--- config.mk ---
export PLATFORM = sky130hd
export DESIGN_NAME = apb_ucpd_bmc_enc
export DESIGN_NICKNAME = d
export VERILOG_FILES = /design/src/rtl/apb_ucpd_bmc_enc.sv
export SDC_FILE = /design/constraint.sdc
export NUM_CORES = 1
export LEC_CHECK = 0
export ABC_AREA = 1
export CORE_MARGIN = 2
export CORE_UTILIZATION = 54
export CTS_CLUSTER_DIAMETER = 60
export DETAILED_ROUTE_END_ITERATION = 6
export GPL_TIMING_DRIVEN = 0
export PLACE_DENSITY = 0.77
export SLEW_MARGIN = 20
export SYNTH_ARGS = -nofsm -noshare
export SYNTH_HDL_FRONTEND = slang
export SYNTH_SLANG_ARGS = --single-unit
--- constraint.sdc ---
create_clock -name ic_clk -period 2.2 [get_ports ic_clk]
set_input_delay 0.33 -clock ic_clk [delete_from_list [all_inputs] [get_ports ic_clk]]
set_output_delay 0.33 -clock ic_clk [all_outputs]
set_load 0.02 [all_outputs]
--- src/rtl/apb_ucpd_bmc_enc.sv ---
// apb_ucpd_bmc_enc: USB-PD BMC line encoder (preamble, 4b5b symbol stream, tail).
// Ports:
//   ic_clk, ic_rst_n      processor clock, async active-low reset
//   hbit_clk_red          one-cycle half-bit tick from the clock generator
//   tx_start, tx_abort    one-cycle frame start / abort requests
//   sym_data/valid/last   5-bit coded symbol (LSB first) with ready/valid handshake
//   sym_ready             holding register can accept a symbol
//   bmc_out, bmc_en       registered line level, frame-active enable
//   tx_done/underrun/aborted  one-cycle status pulses
module apb_ucpd_bmc_enc (
    input  logic       ic_clk,
    input  logic       ic_rst_n,
    input  logic       hbit_clk_red,
    input  logic       tx_start,
    input  logic       tx_abort,
    input  logic [4:0] sym_data,
    input  logic       sym_valid,
    input  logic       sym_last,
    output logic       sym_ready,
    output logic       bmc_out,
    output logic       bmc_en,
    output logic       tx_done,
    output logic       tx_underrun,
    output logic       tx_aborted
);
    typedef enum logic [1:0] {IDLE, PREAMBLE, DATA, TAIL} state_t;
    state_t     state, state_nxt;
    logic       hp;
    logic [5:0] bit_cnt;
    logic [4:0] shreg;
    logic [2:0] bidx;
    logic       cur_last;
    logic [4:0] hold_data;
    logic       hold_last, hold_full, last_acc;
    logic       tick_end, load, underrun, done, aborted, xfer, bit_val;
    // hp is held at 0 in IDLE, so this is only ever a second-half tick of an active frame
    assign tick_end = hbit_clk_red & hp;
    always_ff @(posedge ic_clk or negedge ic_rst_n) begin
        if (!ic_rst_n) state <= IDLE;
        else           state <= state_nxt;
    end
    always_comb begin
        state_nxt = state;
        load      = 1'b0;
        underrun  = 1'b0;
        done      = 1'b0;
        aborted   = 1'b0;
        if (state == IDLE) begin
            if (tx_start && !tx_abort) state_nxt = PREAMBLE;
        end else if (tx_abort) begin
            aborted   = 1'b1;
            state_nxt = IDLE;
        end else if (tick_end) begin
            if (state == TAIL) begin
                done      = 1'b1;
                state_nxt = IDLE;
            end else if ((state == PREAMBLE && bit_cnt == 6'd63) || (state == DATA && bidx == 3'd4)) begin
                // symbol boundary: finish, reload from the holding register, or starve
                if (state == DATA && cur_last) state_nxt = TAIL;
                else if (hold_full) begin
                    load      = 1'b1;
                    state_nxt = DATA;
                end else begin
                    underrun  = 1'b1;
                    state_nxt = IDLE;
                end
            end
        end
    end
    always_comb begin
        bmc_en    = state != IDLE;
        sym_ready = !hold_full && !last_acc && (state == PREAMBLE || state == DATA);
        xfer      = sym_valid && sym_ready;
        bit_val   = state == PREAMBLE ? bit_cnt[0] : shreg[0];
    end
    always_ff @(posedge ic_clk or negedge ic_rst_n) begin
        if (!ic_rst_n) begin
            bmc_out     <= 1'b0;
            tx_done     <= 1'b0;
            tx_underrun <= 1'b0;
            tx_aborted  <= 1'b0;
            hp          <= 1'b0;
            bit_cnt     <= 6'd0;
            shreg       <= 5'd0;
            bidx        <= 3'd0;
            cur_last    <= 1'b0;
            hold_data   <= 5'd0;
            hold_last   <= 1'b0;
            hold_full   <= 1'b0;
            last_acc    <= 1'b0;
        end else begin
            tx_done     <= done;
            tx_underrun <= underrun;
            tx_aborted  <= aborted;
            // bit boundary always toggles; mid-bit toggles only for a 1
            if (aborted || underrun || done) bmc_out <= 1'b0;
            else if (hbit_clk_red && state != IDLE) bmc_out <= bmc_out ^ (!hp | bit_val);
            hp      <= (state == IDLE || state_nxt == IDLE) ? 1'b0 : hp ^ hbit_clk_red;
            bit_cnt <= state == IDLE ? 6'd0 :
                       (state == PREAMBLE && tick_end && bit_cnt != 6'd63) ? bit_cnt + 6'd1 : bit_cnt;
            if (load) begin
                shreg    <= hold_data;
                bidx     <= 3'd0;
                cur_last <= hold_last;
            end else if (state == DATA && tick_end && bidx != 3'd4) begin
                shreg <= shreg >> 1;
                bidx  <= bidx + 3'd1;
            end
            // the load above sees the old holding contents even when a new symbol lands this edge
            if (state_nxt == IDLE) begin
                hold_full <= 1'b0;
                last_acc  <= 1'b0;
            end else begin
                if (xfer) begin
                    hold_data <= sym_data;
                    hold_last <= sym_last;
                    hold_full <= 1'b1;
                end else if (load) hold_full <= 1'b0;
                last_acc <= last_acc | (xfer & sym_last);
            end
        end
    end
endmodule

==> summary.txt <==
Crit start category - primary input
Complex-gate fraction of the synthesized area - 7.977%
Switching Fraction - 35.98%
Routed wire per std cell - 11.78 um
Element type at the critical path end - register
Syn nets - 201
Delay-heaviest family, CP - compound AO/OA/AOI/OAI gates
Total gr overflow - 0
Iteration-0 DRC Markers - 48
Post-route cell area - 1784 um2
Clock root cell - clkbuf_4
Pin count of the biggest net entering global routing - 31
Number of placement rows - 19
Sequential element share of the synthesized area - 49.34%
Global Route Usage Sum - 20.30%
Avg Cell Area, Syn - 8.406 um2
Sequential share of power - 45.5%
H-tree Lvls - 2
Core Region - 2710 um2
Final Cycle Share - 91.11%
Slowest cell delay on critical path - 0.51 ns
Switching pwr - 557.8 uW
Critical path arrival - 2.22 ns
DRC - 0
Commonest non-fill, non-tap cells in the layout - nand2_1 (50), dfrtp_1 (30), inv_1 (21), nand3_1 (21), clkdlybuf4s50_1 (14)
DRT antenna net count - 0
Antenna violations before repair - 0
I/O pins - 18
Top cell type's share of synthesized area - 49.34%
Avg Vias per Cell - 5.258
Most common cell after layout, fill and taps aside - nand2_1
Yosys cell types - 22
N_diodes - 0
FF/Latch Area - 750.7 um2
Post-Synth Adder-Cell Area - 6.579%
Simple-gate portion of the synthesized area - 29.61%
FMAX - 0.4989 GHz
Final Hold Viols - 0
Minimum clock period - 2.004 ns
CTS tree - built
WS Path Type - primary input to register
Hold_buf cts - 0
CTS clk-pin slew, worst paths - 0.09 ns
Worst Path Required - 2.42 ns
Mux contribution to synthesized area - 0%
Detailed placer's ending HPWL - 2105 um
Clock power share - 21.9%
Slew Viols, Final - 0
Routability Congestion - 0.8283
Hold Crit Class - primary input to async pin
Layout area overhead - 17.27%
Fin Clk Skew - 0.005005 ns
WL final - 2780 um
CP max-delay cell - clkdlybuf4s50_1
Deepest clock path buffer count - 2
Top cells by area, synth - dfrtp_1 (49%), nand2_1 (12%), nand3_1 (6.9%), ha_1 (6.6%), inv_1 (5.4%)
Worst skew pair latency - 0.32 ns
Slew @ Worst Pin - 0.6632 ns
Int Pwr - 992.7 uW
PortBufs - 17
CP Cell Sequence - clkdlybuf4s50_1 -> ha_1 -> nand2_1 -> a21oi_1 -> nand2_1 -> nor2_2 -> nand3_1 -> o21ai_0 -> a21oi_1
Critical-path maximum fanout - 7
Largest area contributor in the synthesized netlist - dfrtp_1
Setup TNS - 0 ns
Area after DPL - 1725 um2
Total die area - 3258 um2
Post-synthesis xor/xnor area fraction - 0.5757%
Synth Cell Area - 1521 um2
Nets - 224
Fillers - 231
Status - completed
Mapped Cells - 181
Area occupied by multi-input gates - 685.7 um2
Slew margin rel. - 55.79%
Via count - 1,241
P_leak - 0.9500 nW
Combinational family with the most area after synthesis - simple AND/OR/NAND/NOR gates
Pwr/cell area - 869.0 nW/um2
First-pass GRT wire length - 5119 um
Layout cells sized above 1 - 11.22%
Flops & latches, synth - 30
Cts bufs inserted - 5
Die width - 57.08 um
Die height - 57.08 um
Ys Warns - 0
Crit path buf inv count - 1
Vias in the first global route - 1,221
Starting Density - 56.14%
Comb pwr share - 32.6%
Number of max-cap violations - 0
Clk sinks - 30
First-pass iteration count of the detailed router - 4
Finish-stage setup viols - 0
RSZ-0062 raised after global routing - false
Peak VDD IR - 699.6 uV
==> timing repair <==
action	CTS	global route
setup buffers	0	0
gates resized for setup	3	1
setup endpoints to repair	2	1
==> stage by stage <==
step	hold WS, ns	total power [mW]	worst slack, ns	utilization (%)	cells
finish	0.03116	1.551	0.1957	65.84	236
global route	0.06175	1.677	0.02242	65.84	236
CTS	0.04861	1.562	0.1353	65.65	236
detailed placement	0.4048	1.243	-0.1089	63.67	229
global placement	0.4544	1.220	-0.06672	63.85	229
floorplan	0.03441	1.054	0.3435	-	181
==> kinds of logic (layout without fill, tap and decap cells) <==
kind of cell	Yosys count	in the layout
flops	30	30
simple gates	99	99
xor+xnor	1	1
compound gates	19	19
buf+inv	24	48
fa+ha+maj	8	8
==> cells in the mapped netlist <==
master    count
clkbuf_1      2
nand4_1       1
o21bai_4      1
nand4_2       1
nor2_1       13
nand3b_1      1
nor3b_1       1
o21ai_0       8
xor2_1        1
nand3_1      21
nand2_1      50
nand3_2       2
inv_1        22
o211ai_1      2
dfrtp_1      30
nor3_1        1
a31o_2        1
o221ai_1      1
nand2_2       6
ha_1          8
nor2_2        2
a21oi_1       6
==> worst register-to-register path: stages, from the launching register on <==
cell and delay, ns:
dfrtp_1 0.42, inv_1 0.12, ha_1 0.23, nand2_1 0.07, a21oi_1 0.34, nand2_1 0.16
nor2_2 0.16, nand3_1 0.10, o21ai_0 0.16, a21oi_1 0.06
==> path summary, 6_finish.rpt <==
kind / startpoint / to / slack, ns / cells after the start
worst max-delay path: hbit_clk_red / bit_cnt[5]$_DFFE_PN0P_ / 0.20 / 9
worst min-delay path: ic_rst_n / tx_aborted$_DFF_PN0_ / 0.03 / 1
worst max register to register: state[1]$_DFF_PN0_ / bit_cnt[5]$_DFFE_PN0P_ / 0.28 / 9
worst min register to register: hold_data[3]$_DFFE_PN0P_ / hold_data[3]$_DFFE_PN0P_ / 0.47 / 2
max in group asynchronous: ic_rst_n / hold_data[3]$_DFFE_PN0P_ / 1.74 / 1
min in group ic_clk: hold_data[3]$_DFFE_PN0P_ / hold_data[3]$_DFFE_PN0P_ / 0.47 / 2
==> sequential cells by signal, summed over array words and instances, names as in the netlist <==
name,cells
state,2
shreg,5
hp,1
bidx,3
tx_aborted,1
tx_underrun,1
hold_full,1
bit_cnt,6
last_acc,1
hold_data,5
bmc_out,1
hold_last,1
cur_last,1
tx_done,1
==> power groups by stage <==
stage	logic [mW]	clock network (mW)	registers, mW
floorplan	0.337	0	0.718
global placement	0.509	0	0.711
detailed placement	0.529	0	0.714
CTS	0.512	0.347	0.703
global route	0.576	0.382	0.720
finish	0.505	0.340	0.705
==> area by class of cell <==
class                   instances  area share [%]
plain buffers                   1          0.2104
clock buffers                   7           3.086
clock inverters                 1          0.2805
inverters                      22           4.628
multi-input cells             127           38.43
flip-flops and latches         30           42.08
well taps                      31           2.174
repair buffers                 17           9.116
==> per-layer routing <==
| metal | vias to the layer above | wire (um) | track usage [%] |
|---|---|---|---|
| met5 | - | 0 | 0 |
| met4 | 0 | 77 | 8.970 |
| met3 | 12 | 160 | 6.349 |
| met2 | 35 | 1364 | 33.99 |
| met1 | 566 | 1178 | 24.06 |
| li1 | 628 | - | - |
No activity file was read; power rests on OpenSTA's default activity.
